==> src/rtl/inter_arb_param.sv <==
// -----------------------------------------------------------------------------
// inter_arb_param
// Parametrised N-master -> M-slave write interconnect. Each master owns a
// one-entry holding buffer; a single registered output port is shared by all
// slaves and granted by fixed-priority or round-robin arbitration. Packets
// whose slave select is out of range are dropped and flagged.
//
// Ports
//   clk              rising-edge clock
//   rst              synchronous, active-high reset
//   in_valid[i]      master i offers a packet
//   in_ready[i]      master i buffer is empty (0 while rst)
//   data_in          master i packet {sel, addr, value} at [i*PKT_W +: PKT_W]
//   ready_slave[j]   slave j can accept
//   valid_slave[j]   one-hot: packet on addr_out/value_out is for slave j
//   addr_out         address of the granted packet
//   value_out        value of the granted packet
//   grant_id         index of the master being served
//   handshake_slave  one-cycle pulse the cycle after slave j completes a transfer
//   drop_err         one-cycle pulse after a packet with sel >= NUM_SLV is dropped
// -----------------------------------------------------------------------------
module inter_arb_param #(
    parameter int NUM_MST  = 3,
    parameter int NUM_SLV  = 2,
    parameter int ADDR_W   = 3,
    parameter int DATA_W   = 3,
    parameter int ARB_MODE = 0,
    localparam int MST_W   = $clog2(NUM_MST),
    localparam int SEL_W   = $clog2(NUM_SLV),
    localparam int PKT_W   = SEL_W + ADDR_W + DATA_W
) (
    input  logic                     clk,
    input  logic                     rst,
    input  logic [NUM_MST-1:0]       in_valid,
    output logic [NUM_MST-1:0]       in_ready,
    input  logic [NUM_MST*PKT_W-1:0] data_in,
    input  logic [NUM_SLV-1:0]       ready_slave,
    output logic [NUM_SLV-1:0]       valid_slave,
    output logic [ADDR_W-1:0]        addr_out,
    output logic [DATA_W-1:0]        value_out,
    output logic [MST_W-1:0]         grant_id,
    output logic [NUM_SLV-1:0]       handshake_slave,
    output logic                     drop_err
);

    typedef enum logic {ST_IDLE, ST_SEND} state_t;

    state_t             state_q, state_d;
    logic [NUM_MST-1:0] pend_q, pend_d;
    logic [PKT_W-1:0]   buf_q [NUM_MST];
    logic [PKT_W-1:0]   buf_d [NUM_MST];
    logic [NUM_SLV-1:0] valid_slave_q, valid_slave_d;
    logic [ADDR_W-1:0]  addr_q, addr_d;
    logic [DATA_W-1:0]  value_q, value_d;
    logic [MST_W-1:0]   grant_q, grant_d;
    logic [NUM_SLV-1:0] hs_q, hs_d;
    logic               drop_q, drop_d;
    logic [MST_W-1:0]   rr_q, rr_d;

    logic               transfer;
    logic [NUM_MST-1:0] cand;
    logic               win_found;
    logic [MST_W-1:0]   win_idx;
    logic [PKT_W-1:0]   win_pkt;
    logic [SEL_W-1:0]   win_sel;
    logic               win_drop;
    logic               do_grant;

    assign transfer = (state_q == ST_SEND) && (|(valid_slave_q & ready_slave));

    // While a transfer completes, the master just served is still pending
    // this cycle; mask it so the same-edge re-grant goes to someone else.
    always_comb begin
        cand = pend_q;
        if (state_q == ST_SEND) begin
            for (int i = 0; i < NUM_MST; i++) begin
                if (MST_W'(i) == grant_q) cand[i] = 1'b0;
            end
        end
    end

    // Loops run from the far end so the last hit is the winner: lowest index
    // for fixed priority, first index after rr_q (wrapping) for round-robin.
    always_comb begin
        logic [MST_W-1:0] idx;
        int               sum;
        win_found = 1'b0;
        win_idx   = '0;
        idx       = '0;
        sum       = 0;
        if (ARB_MODE == 0) begin
            for (int i = NUM_MST - 1; i >= 0; i--) begin
                if (cand[i]) begin
                    win_found = 1'b1;
                    win_idx   = MST_W'(i);
                end
            end
        end else begin
            for (int k = NUM_MST; k >= 1; k--) begin
                sum = int'(rr_q) + k;
                if (sum >= NUM_MST) sum = sum - NUM_MST;
                idx = MST_W'(sum);
                if (cand[idx]) begin
                    win_found = 1'b1;
                    win_idx   = idx;
                end
            end
        end
    end

    assign win_pkt  = buf_q[win_idx];
    assign win_sel  = win_pkt[PKT_W-1 -: SEL_W];
    assign win_drop = (int'(win_sel) >= NUM_SLV);

    // NOTE: every signal written here gets a default first, so no path can
    // leave one unassigned and infer a latch.
    always_comb begin
        state_d       = state_q;
        pend_d        = pend_q;
        buf_d         = buf_q;
        valid_slave_d = valid_slave_q;
        addr_d        = addr_q;
        value_d       = value_q;
        grant_d       = grant_q;
        hs_d          = '0;
        drop_d        = 1'b0;
        rr_d          = rr_q;
        do_grant      = 1'b0;

        // Capture into empty buffers only; a pending buffer is never overwritten.
        for (int i = 0; i < NUM_MST; i++) begin
            if (in_valid[i] && !pend_q[i]) begin
                pend_d[i] = 1'b1;
                buf_d[i]  = data_in[i*PKT_W +: PKT_W];
            end
        end

        case (state_q)
            ST_IDLE: do_grant = win_found;
            ST_SEND: begin
                if (transfer) begin
                    pend_d[grant_q] = 1'b0;
                    hs_d            = valid_slave_q & ready_slave;
                    valid_slave_d   = '0;
                    addr_d          = '0;
                    value_d         = '0;
                    grant_d         = '0;
                    state_d         = ST_IDLE;
                    do_grant        = win_found;
                end
            end
            default: state_d = ST_IDLE;
        endcase

        // A dropped winner is retired at its grant edge and never reaches the
        // output port; the outputs stay cleared and arbitration resumes.
        if (do_grant) begin
            rr_d = win_idx;
            if (win_drop) begin
                pend_d[win_idx] = 1'b0;
                drop_d          = 1'b1;
                state_d         = ST_IDLE;
            end else begin
                state_d = ST_SEND;
                for (int j = 0; j < NUM_SLV; j++) begin
                    valid_slave_d[j] = (int'(win_sel) == j);
                end
                addr_d  = win_pkt[DATA_W +: ADDR_W];
                value_d = win_pkt[DATA_W-1:0];
                grant_d = win_idx;
            end
        end
    end

    // NOTE: sequential state uses non-blocking assignments so every flop
    // samples the pre-edge value of every other flop.
    always_ff @(posedge clk) begin
        if (rst) begin
            state_q       <= ST_IDLE;
            pend_q        <= '0;
            valid_slave_q <= '0;
            addr_q        <= '0;
            value_q       <= '0;
            grant_q       <= '0;
            hs_q          <= '0;
            drop_q        <= 1'b0;
            rr_q          <= MST_W'(NUM_MST - 1);
        end else begin
            state_q       <= state_d;
            pend_q        <= pend_d;
            valid_slave_q <= valid_slave_d;
            addr_q        <= addr_d;
            value_q       <= value_d;
            grant_q       <= grant_d;
            hs_q          <= hs_d;
            drop_q        <= drop_d;
            rr_q          <= rr_d;
        end
    end

    // NOTE: the packet buffers carry no reset; their contents are only ever
    // read while the matching pend bit is set, and pend is reset.
    always_ff @(posedge clk) begin
        buf_q <= buf_d;
    end

    assign in_ready        = rst ? '0 : ~pend_q;
    assign valid_slave     = valid_slave_q;
    assign addr_out        = addr_q;
    assign value_out       = value_q;
    assign grant_id        = grant_q;
    assign handshake_slave = hs_q;
    assign drop_err        = drop_q;

endmodule

==> config.mk <==
export PLATFORM = sky130hd
export DESIGN_NAME = inter_arb_param
export DESIGN_NICKNAME = d
export VERILOG_FILES = /design/src/rtl/inter_arb_param.sv
export SDC_FILE = /design/constraint.sdc
export NUM_CORES = 1
export LEC_CHECK = 0
export ABC_AREA = 1
export CELL_PAD_IN_SITES_DETAIL_PLACEMENT = 0
export CELL_PAD_IN_SITES_GLOBAL_PLACEMENT = 1
export CORE_MARGIN = 5
export CORE_UTILIZATION = 35
export DETAILED_ROUTE_END_ITERATION = 16
export PLACE_DENSITY_LB_ADDON = 0.1
export SLEW_MARGIN = 20
export SYNTH_ARGS = -nofsm -noshare
export SYNTH_HDL_FRONTEND = slang
export SYNTH_SLANG_ARGS = --single-unit
==> constraint.sdc <==
create_clock -name clk -period 1.8 [get_ports clk]
set_clock_uncertainty 0.15 [all_clocks]
set_input_delay 0.27 -clock clk [delete_from_list [all_inputs] [get_ports clk]]
set_output_delay 0.27 -clock clk [all_outputs]
set_load 0.05 [all_outputs]
==> Word-level counts from Yosys, hierarchy flattened <==
Cells that the tools add are included.
{ "classes": {"order_cmp": 3, "eq_ne": 2, "mux": 34, "bitwise_logic": 8, "n_reduce_logical": 14} }
{ "ops": {"columns": ["operator", "count"], "rows": [
  ["2-to-1 mux 3 bit", 8],
  ["binary-select mux 7 bit (select 2 bit)", 1],
  ["2-to-1 mux 1 bit", 14],
  ["2-to-1 mux 2 bit", 7],
  ["2-to-1 mux 7 bit", 2],
  ["inverter 3 bit", 2],
  ["logical AND 1 bit", 5],
  ["nonzero test 2 bit", 2],
  ["bitwise AND 3 bit", 1],
  ["greater-or-equal comparator 3 bit, second input constant", 1],
  ["zero test 1 bit", 3],
  ["less-than comparator 2 x 3 -> 1 bit, second input constant", 1],
  ["inverter 1 bit", 3],
  ["inverter 2 -> 3 bit", 1],
  ["OR reduction 3 bit", 1],
  ["bitwise AND 2 bit", 1],
  ["demux 1 bit (select 2 bit)", 1],
  ["equality test 1 x 2 -> 1 bit, first input constant", 1],
  ["equality test 2 bit, first input constant", 1],
  ["greater-or-equal comparator 2 x 1 -> 1 bit, second input constant", 1],
  ["zero test 2 bit", 1],
  ["one-hot mux 1 bit (2 select lines)", 1],
  ["AND reduction 2 bit", 1],
  ["OR reduction 2 bit", 1]
]} }
{ "totals": {"register_bits": 37, "input_bits": 28, "out_inout_bits": 16, "word_cells": 71} }

==> Depth between registers and ports, before layout <==
Gate-level depths: netlist of run 1.
{ "logic_depth": {"word_depth": 12, "ltp_mapped": 9, "mapped_depth_nobuf": 9} }

==> Worst setup path after synthesis of run 1 <==
Ideal clock, no wire load.
{ "synth_path": {"path_kind": "register -> register", "startpoint": "reg grant_q[0], in the netlist grant_id[0]", "endpoint": "reg valid_slave_q[1], in the netlist valid_slave[1]", "setup_ns": 0.070, "t_arrival_ns": 1.585, "required_time_ns": 1.580, "setup_slack_ns": -0.005, "path_stages_with_launch": 8, "path_buffers": 1, "synth_period_minus_slack_ns": 1.805, "cell_sequence": "dfxtp_1 > nand2_2 > o21bai_4 > nand3_2 > nand2_4 > buf_8 > nand3_1 > a21oi_1"} }
{ "synth_via": {"elab_chain_len": 11, "word_cells_on_any_way": 23, "classes_between": "eq/ne: 2; mux: 16; bitwise: 1; reduce/logical: 4"} }
{ "synth_lines": {"columns": ["element", "line_no", "rtl"], "rows": [
  ["from (decl)", "55", "logic [MST_W-1:0] grant_q, grant_d;"],
  ["from (signal assigned)", "194", "grant_q <= grant_d;"],
  ["equality test 2 bit", "77", "if (MST_W'(i) == grant_q) cand[i] = 1'b0;"],
  ["2-to-1 mux 1 bit", "77", null],
  ["2-to-1 mux 3 bit *", "75", "if (state_q == ST_SEND) begin"],
  ["2-to-1 mux 2 bit (3 in series)", "93", "if (cand[i]) begin"],
  ["inverter 2 -> 3 bit (implied by the code)", "111", "assign win_pkt = buf_q[win_idx];"],
  ["binary-select mux 7 bit (select 2 bit)", "111", null],
  ["2-to-1 mux 7 bit (implied by the code) (2 in series)", "111", null],
  ["2-to-1 mux 2 bit", "157", "if (do_grant) begin"],
  ["to (signal assigned)", "191", "valid_slave_q <= valid_slave_d;"],
  ["to (decl)", "52", "logic [NUM_SLV-1:0] valid_slave_q, valid_slave_d;"]
]} }
Mark *: on every way between the ends. The rest lies on a longest branch, timed or not. The select of a mux whose other input is x is not followed.
A chain may end at the register's enable or synchronous reset.

==> Worst setup path in the final report of run 1 <==
{ "layout_path": {"startpoint": "reg state_q", "endpoint": "reg value_q[1], in the netlist value_out[1]"} }
{ "layout_via": {"elab_chain_len": 9, "word_cells_on_any_way": 19, "classes_between": "mux: 13; bitwise: 2; reduce/logical: 4"} }
{ "layout_lines": {"columns": ["element", "line_no", "rtl"], "rows": [
  ["from (decl)", "48", "state_t state_q, state_d;"],
  ["from (signal assigned)", "189", "state_q <= state_d;"],
  ["2-to-1 mux 3 bit", "75", null],
  ["2-to-1 mux 2 bit (3 in series)", "93", null],
  ["inverter 2 -> 3 bit (implied by the code)", "111", null],
  ["binary-select mux 7 bit (select 2 bit)", "111", null],
  ["2-to-1 mux 7 bit (implied by the code) (2 in series)", "111", null],
  ["2-to-1 mux 3 bit", "157", null],
  ["to (signal assigned)", "193", "value_q <= value_d;"],
  ["to (decl)", "54", "logic [DATA_W-1:0] value_q, value_d;"]
]} }
Several ways; a longest one is shown, not always the timed one. The select of a mux whose other input is x is not followed.

==> results, run 1 <==
- The flow ran to the end, and the final reports show no timing, DRC or antenna violations.
- The data arrival at the endpoint of the critical path is 1.66 ns.
- The area share of the largest cell type after synthesis is 0.4094.
- The launching point of the worst reg2reg path is state_q$_SDFF_PP0_.
- The floorplan step defined a core boundary enclosing 0.004324 mm^2.
- The met1 layer wirelength in the final routing is 1548 um.
- Among all flip-flop cells after synthesis, the most frequent one is sky130_fd_sc_hd__edfxtp_1.
- The tool flagged a number of max-cap violations equal to 0.
- The commonest cells after synthesis are 24 x sky130_fd_sc_hd__nand3_1, 23 x sky130_fd_sc_hd__nor2_1, 22 x sky130_fd_sc_hd__nand2_1.
- The library cell with the highest instance count after synthesis is sky130_fd_sc_hd__nand3_1.
- Along the worst path, the maximum fanout reaches 13.
- After clock tree synthesis, the repair step resized 0 gates.
- For this configuration, the core starts out at a cell density of 0.3562.
- The average footprint of a synthesized cell is 10.13 um^2.
- After clock tree synthesis, the clock-pin slew on the worst setup and hold paths is ~0.070 ns.
- Clock tree synthesis inserted a total of 5 buffers.
- By area, the combinational part of the netlist is dominated by simple AND/OR/NAND/NOR gates.
- The total negative slack for setup checks is 0 ns.
- The start point of the worst hold path is value_out[0]$_SDFFE_PP0P_.
- The length of routed met2 wiring is 1675 um.
- For this run, the top clock speed supported by timing is 629.3 MHz.
- Dividing the detail-routed wire length by the instance count gives 13.54 um.
- The number of vias after detailed routing is 1,204.
- In this run the register-to-register setup slack is 0.21 ns.
- The biggest area contributor in the post-synthesis netlist is sky130_fd_sc_hd__edfxtp_1.
- The number of top-level pins is 44.
- The pin count of the biggest net entering global routing is 16.
- For this run the aggregate overflow at the end of global routing stands at 0.
- After clock tree synthesis, the flow added hold-fix buffers numbering 0.
- In the final design database the tool counted 233 nets.
- The final HPWL from detailed placement is between 2000 and 3000 um.
- Of the cells placed in the final design, the portion with a size suffix greater than 1 is 0.2087.
- The top layer reached by signal wires is met4.
- Synthesis produced 152 cells.
- The worst-skew pair later-pin latency is roughly 0.28 ns.
- Summed over all layers, the routed wires come to between 3000 and 4000 um.
- The number of hold violations in the final report is 0.
- The area growth from synthesis to final layout is 41.43%.
- Setup violations remaining at the end of the flow were counted as 0.
- Counting I/O delays and the setup requirement, the final critical path takes 1.589 ns.
- The post-synthesis share of cell area spent on and, or, nand and nor gates is 0.2470.
- The share of the Yosys chip area taken by registers is 0.6174.
- Once layout is complete, the utilization of the core stands at 0.5038.
- The die width is 76.34 um.
- Counting flops and latches in the post-synthesis netlist gives 37.
- The total clock sinks is 37.
- Of the total synthesized cell area, the portion taken by XOR and XNOR cells is 0.
- Power spread over the standard cell area amounts to 1067 mW/mm^2.
- For hold timing, the worst endpoint is value_out[0]$_SDFFE_PP0P_.
- STA classifies the critical path startpoint as a flop.
- Counting flops with an async set or reset pin after synthesis yields a share of 0.
- Row generation in the floorplan step produced 24 rows.
- The critical path is of the flop to flop type.
- The path type of the worst min-delay path is flop to flop.
- Measured in cells, the most critical reg-to-reg path has a length of 7.
- After the first detailed-routing iteration, the DRC count stood at 63.
- The critical path endpoint category is a flop.
- The via count of the first global-routing pass is 1,176.
- The number of slew-limit violations in the final report is 0.
- For this run, the detailed router's first-pass iteration total came to 4.
- After synthesis, the share of cell area in mux cells is 0.
- Counting distinct cell types in the post-synthesis netlist gives 26.
- The repair_antennas step left the layout with diodes totalling 0.
- The cell depth of the worst hold path is 2.
- At the worst endpoint, the required time is 1.87 ns.
- In the routed design, unresolved DRC markers number 0.
- The library cell used as clock root buffer is sky130_fd_sc_hd__clkbuf_8.
- The vertical extent of the die is 76.34 um.
- The number of nets handed over by synthesis was 180.
- In this run the post-CTS setup repair buffer count came out at 0.
- The largest voltage drop on the vdd net is roughly 570 uV.
- In the global route stage, overall resource usage came out at 0.1229.
- The count of nets left with antenna violations once routing finished came out at 0.
- The number of flops mapped to enable cells by yosys is 21.
- In this run the critical register-to-register path is captured at value_out[1]$_SDFFE_PP0P_.
- TritonCTS built the clock tree.
- The die covers 0.005827 mm^2.
- The number of I/O port buffers is 42.
- In this run the static leakage power is a little under 0.9 nW.
- The first global-routing pass estimated 5733 um of wire.
- The area fraction in compound gates after synthesis is 0.06986.
- Setup repair after global routing left no endpoint under its margin.
- The final weighted congestion in routability-driven placement is ~0.77.
- Wire segments on met3 add up to 250 um in the final route.
- Of the total synthesized cell area, the portion taken by full adders, half adders and majority gates is 0.
- The number of buffers on the longest clock path is 2.
- In the routed layout, each cell is associated on average with a via count of 4.667.
- After synthesis the cells add up to 0.001540 mm^2.
- After synthesis, the cell types taking the most area are sky130_fd_sc_hd__edfxtp_1 41%, sky130_fd_sc_hd__dfxtp_1 21%, sky130_fd_sc_hd__nand3_1 7.8%, sky130_fd_sc_hd__nor2_1 5.6%, sky130_fd_sc_hd__nand2_1 5.4%.
- The level count of the clock H-tree is 2.
- The number of antenna violations at the first check in global routing is 0.
- The share of the clock period used by the worst path after layout is 0.8828.
- The number of synthesis warnings is 0.
[worst max-delay path, cell delays in order, from the launching register on]
cell and delay [ns]:
sky130_fd_sc_hd__dfxtp_1 0.43, sky130_fd_sc_hd__nand2_2 0.11, sky130_fd_sc_hd__o21bai_4 0.20, sky130_fd_sc_hd__nand3_2 0.14
sky130_fd_sc_hd__nand2_4 0.15, sky130_fd_sc_hd__buf_4 0.15, sky130_fd_sc_hd__nand3_1 0.06, sky130_fd_sc_hd__a21oi_1 0.15
[power by group]
group	switching, mW	leakage, nW	total [mW]	internal (mW)
clock	0.283	0.0585	0.735	0.452
sequential	0.0439	0.332	1.01	0.970
combinational	0.347	0.497	0.576	0.228
total	0.674	0.888	2.32	1.65
[area by class of cell]
class / count / area [um^2]
clock buffers: 7 / 86.33
clock inverters: 1 / 30.03
fillers: 406 / 2146
inverters: 12 / 45.04
multi-input cells: 97 / 491.7
flip-flops and latches: 37 / 952.2
well taps: 52 / 65.06
repair buffers: 52 / 508.0
[cells by family after synthesis]
| kind of cell | Yosys count |
|---|---|
| AND/OR/NAND/NOR | 80 |
| flip-flops | 37 |
| buffers and inverters | 18 |
| AO/OA/AOI/OAI | 16 |
| other | 1 |
[flip-flops by register name, summed over array words and instances (netlist names)]
name	cells
buf_q	21
addr_out	3
handshake_slave	2
state_q	1
pend_q	3
valid_slave	2
value_out	3
grant_id	2
[metrics by stage]
step | setup slack (ns) | instance area (um^2) | power (mW) | hold slack (ns) | instances
after floorplan | 0.01636 | 1541 | 1.394 | 0.2189 | 152
after global placement | 0.004317 | 2062 | 1.608 | 0.3308 | 250
after detailed placement | -0.04391 | 2062 | 1.614 | 0.3307 | 250
after CTS | 0.1927 | 2178 | 2.352 | 0.3411 | 258
after global routing | 0.07146 | 2178 | 2.437 | 0.3531 | 258
final | 0.2110 | 2178 | 2.324 | 0.3430 | 258
[how the worst max path moves through the flow]
stage          cells after the start                     start  slack [ns]                     endpoint
6_report                           7        state_q$_SDFF_PP0_        0.21    value_out[1]$_SDFFE_PP0P_
5_1_grt                           10            ready_slave[0]        0.07  valid_slave[0]$_SDFFE_PP0P_
4_1_cts                            9  grant_id[1]$_SDFFE_PP0P_        0.19  valid_slave[1]$_SDFFE_PP0P_
3_5_place_dp                      10            ready_slave[1]       -0.04  valid_slave[0]$_SDFFE_PP0P_
3_3_place_gp                      10            ready_slave[0]       0.004  valid_slave[0]$_SDFFE_PP0P_
2_1_floorplan                      7  grant_id[1]$_SDFFE_PP0P_        0.02  valid_slave[1]$_SDFFE_PP0P_
[cells in the final DEF (no fill, tap or decap), types with 6 or more instances in the layout]
master / count
sky130_fd_sc_hd__a21oi_1: 11
sky130_fd_sc_hd__buf_4: 21
sky130_fd_sc_hd__clkbuf_8: 6
sky130_fd_sc_hd__clkdlybuf4s50_1: 27
sky130_fd_sc_hd__dfxtp_1: 15
sky130_fd_sc_hd__edfxtp_1: 21
sky130_fd_sc_hd__inv_1: 10
sky130_fd_sc_hd__nand2_1: 22
sky130_fd_sc_hd__nand3_1: 24
sky130_fd_sc_hd__nor2_1: 23
[per-layer routing]
layer / global-route usage / vias up
met5: 0 / -
met4: 0.03147 / 0
met3: 0.04846 / 2
met2: 0.1943 / 36
met1: 0.1568 / 546
li1: - / 620
(Power assumes the default switching activity.)
==> inputs of run 2 (changes only) <==
--- a/config.mk
+++ b/config.mk
@@ -6,6 +6,7 @@
 export NUM_CORES = 1
 export LEC_CHECK = 0
 export ABC_AREA = 1
+export CAP_MARGIN = 20
 export CELL_PAD_IN_SITES_DETAIL_PLACEMENT = 0
 export CELL_PAD_IN_SITES_GLOBAL_PLACEMENT = 1
 export CORE_MARGIN = 5
==> results of run 2 <==
No change in the layout: final DEF, timing and power equal those of run 1.
==> inputs of run 3 (changes only) <==
--- a/config.mk
+++ b/config.mk
@@ -11,6 +11,7 @@
 export CELL_PAD_IN_SITES_GLOBAL_PLACEMENT = 1
 export CORE_MARGIN = 5
 export CORE_UTILIZATION = 35
+export CTS_BUF_LIST = sky130_fd_sc_hd__clkbuf_16
 export DETAILED_ROUTE_END_ITERATION = 16
 export PLACE_DENSITY_LB_ADDON = 0.1
 export SLEW_MARGIN = 20
==> run 3 against run 2 <==
Worst setup slack is essentially flat. Combinational power is essentially flat. Fmax is essentially flat. Clock power grew 30%. Sequential share of layout area fell by 0.91 points. Sequential power about the same. First-iteration DRC count shrank 13%. Design area grew 2.1%. Non-clock buffer count did not move. Via count grew 1.1%. Largest cell class unchanged.
==> results, run 3 (same netlist as run 1, synthesis figures left out) <==
- The die covers 0.005827 mm^2.
- The die width is 76.34 um.
- The worst hold path was traced through 2 stages.
- The path type of the worst min-delay path is flop to flop.
- The detailed router finished its first iteration with 55 violations.
- Across the whole layout, storage elements account for 952.2 um^2.
- The placed instances occupy a cell area of 0.002062 mm^2.
- The initial utilization of the core area, before any placement, comes to 0.3562.
- The worst setup slack before clock tree synthesis is -0.04391 ns.
- The top cell types in the final layout, fill and taps aside, are 27 x sky130_fd_sc_hd__clkdlybuf4s50_1, 24 x sky130_fd_sc_hd__nand3_1, 23 x sky130_fd_sc_hd__nor2_1, 22 x sky130_fd_sc_hd__nand2_1.
- Dividing the detail-routed via count by the number of cells gives roughly 4.7.
- In this run the deepest clock path goes through 2 buffers.
- After detailed routing, the number of remaining DRC violations is 0.
- In the finished design, the share of the clock period the worst path needs comes to 0.8830.
- The post-route total power is between 2 and 3 mW.
- The final HPWL from detailed placement is 2667 um.
- In the final layout, the share of cells above drive strength 1 is 0.2087.
- For this run, the total global-route usage over all layers was measured as 0.1249.
- The first detailed-routing pass took 4 iterations.
- The data arrival at the endpoint of the critical path is roughly 1.2 ns.
- Across the run, the number of max-cap violations was 0.
- Input and output buffers added on the ports amount to 42.
- The library cell used as clock root buffer is sky130_fd_sc_hd__clkbuf_16.
- For the worst flop-to-flop path, the logic depth is 9.
- The register with the most flip-flops in the layout has 21 of them.
- The diode insertion count for antenna repair is 0.
- The worst setup path is captured at an output pin.
- The worst setup path category is input port to output pin.
- The worst register-to-register path ends at valid_slave[1]$_SDFFE_PP0P_.
- Dividing the detail-routed wire length by the instance count gives 13.62 um.
- The sink of the worst hold path is value_out[0]$_SDFFE_PP0P_.
- Subtracting the final worst setup slack from the clock period gives approximately 1.6 ns.
- The post-layout instance area is 0.002225 mm^2.
- The final net count is 233.
- The total clock sinks is 37.
- Hold is met by 0.3399 ns.
- The via count of the first global-routing pass is roughly 1,200.
- The number of clock buffers added by TritonCTS is 5.
- Relative to the synthesized area, the layout overhead comes to 44.44%.
- Data on the critical path is required at its endpoint by 1.38 ns.
- The routed design has 3513 um of wire.
- The total negative slack for setup checks is 0 ns.
- The clock tree from TritonCTS is done.
- The number of antenna violations at the first check in global routing was 0.
- The start point of the worst hold path is value_out[0]$_SDFFE_PP0P_.
- The hold buffer count at CTS is 0.
- The largest voltage drop on the vdd net is 593.9 uV.
- The static power due to leakage is roughly 0.9 nW.
- The footprint of the multi-input gates is 491.7 um^2.
- Routability-driven placement finished with a final weighted congestion of 0.7722.
- Based on the critical path, the design can be clocked at up to 629.2 MHz.
- The worst register-to-register path begins at grant_id[1]$_SDFFE_PP0P_.
- The clock transition at the register clock pins on the worst setup and hold paths after CTS is 0.06 ns.
- The first-pass GRT wire length is 5789 um.
- The total overflow left after global routing is 0.
- The worst path meets setup with 0.2106 ns of slack.
- The run finished with clean final reports.
- 44 I/O pins were placed.
- The startpoint type of the worst setup path is an input port.
- The total core area is between 0.004 and 0.005 mm^2.
- Dividing total power by cell area gives a power density of 1145 mW/mm^2.
- The level count of the clock H-tree is 2.
- The standard-cell row count is 24.
- The number of slew-limit violations in the final report came to 0.
- Clock latency on the worst-skew pair, taken at its later pin, is 0.27 ns.
- Gates resized during post-CTS repair numbered 0.
- The setup slack of the worst register-to-register path is between 0.2 and 0.25 ns.
- Setup repair after global routing left no endpoint under its margin.
- The number of fill cells in the layout is 397.
- Once detail routing completed, the nets flagged for antenna violations numbered 0.
- The pin count of the biggest net entering global routing is 16.
- Counting flops per register, the top entry is buf_q.
- From bottom edge to top edge, the die measures about 76 um.
- After clock tree synthesis, the setup repair step added 0 buffers.
- Setup violations remaining at the end of the flow were counted as 0.
- The most common cell after layout, fill and taps aside is sky130_fd_sc_hd__clkdlybuf4s50_1.
- The highest fanout seen on the critical path is 4.
- The number of vias after detailed routing is 1,217.
- The number of hold violations in the final report was 0.
-- run 3: cell count changes in the layout (fill, tap and decap cells not counted), sizes merged --
| cell | change |
|---|---|
| clkbuf | -2 |
| inv | +2 |
-- run 3: through the flow --
step,utilization,cells
6_report,0.5145,258
3_5_place_dp,0.4769,250
4_1_cts,0.5145,258
3_3_place_gp,0.4769,250
2_1_floorplan,-,152
5_1_grt,0.5145,258
-- run 3: worst max-delay path: stages --
cell	delay [ns]
sky130_fd_sc_hd__clkdlybuf4s50_1	0.50
sky130_fd_sc_hd__nor2_1	0.23
sky130_fd_sc_hd__buf_12	0.17
-- run 3: worst max path at each step --
stage                                   startpoint                           to  slack [ns]  depth (start not counted)
after global placement              ready_slave[0]  valid_slave[0]$_SDFFE_PP0P_       0.004                         10
after CTS                 grant_id[1]$_SDFFE_PP0P_  valid_slave[1]$_SDFFE_PP0P_        0.19                          9
after detailed placement            ready_slave[1]  valid_slave[0]$_SDFFE_PP0P_       -0.04                         10
final                                          rst                  in_ready[1]        0.21                          3
after global routing                ready_slave[0]  valid_slave[0]$_SDFFE_PP0P_        0.05                         10
after floorplan           grant_id[1]$_SDFFE_PP0P_  valid_slave[1]$_SDFFE_PP0P_        0.02                          7
-- run 3: cell type report --
| cell class | instances | area share |
|---|---|---|
| Sequential cell | 37 | 0.4280 |
| Timing Repair Buffer | 52 | 0.2283 |
| Multi-Input combinational cell | 97 | 0.2210 |
| Clock buffer | 5 | 0.05624 |
| Tap cell | 52 | 0.02925 |
| Inverter | 12 | 0.02025 |
| Clock inverter | 3 | 0.01687 |
-- run 3: report_power, final --
part           total (mW)  leakage [nW]  internal (mW)  switching, mW
Combinational       0.576         0.497          0.228          0.347
Sequential           1.02         0.332          0.971         0.0439
Clock               0.956        0.0853          0.644          0.312
Total                2.55         0.915           1.84          0.704
-- run 3: metal layers --
layer  share of wire  GRT usage  wire (um)  vias up
met2            0.48     0.1969       1673       42
met3           0.074    0.04846        260        6
met4           0.015    0.04196         51        0
met1            0.43     0.1561       1527      548
met5               0          0          0        -
li1                -          -          -      621
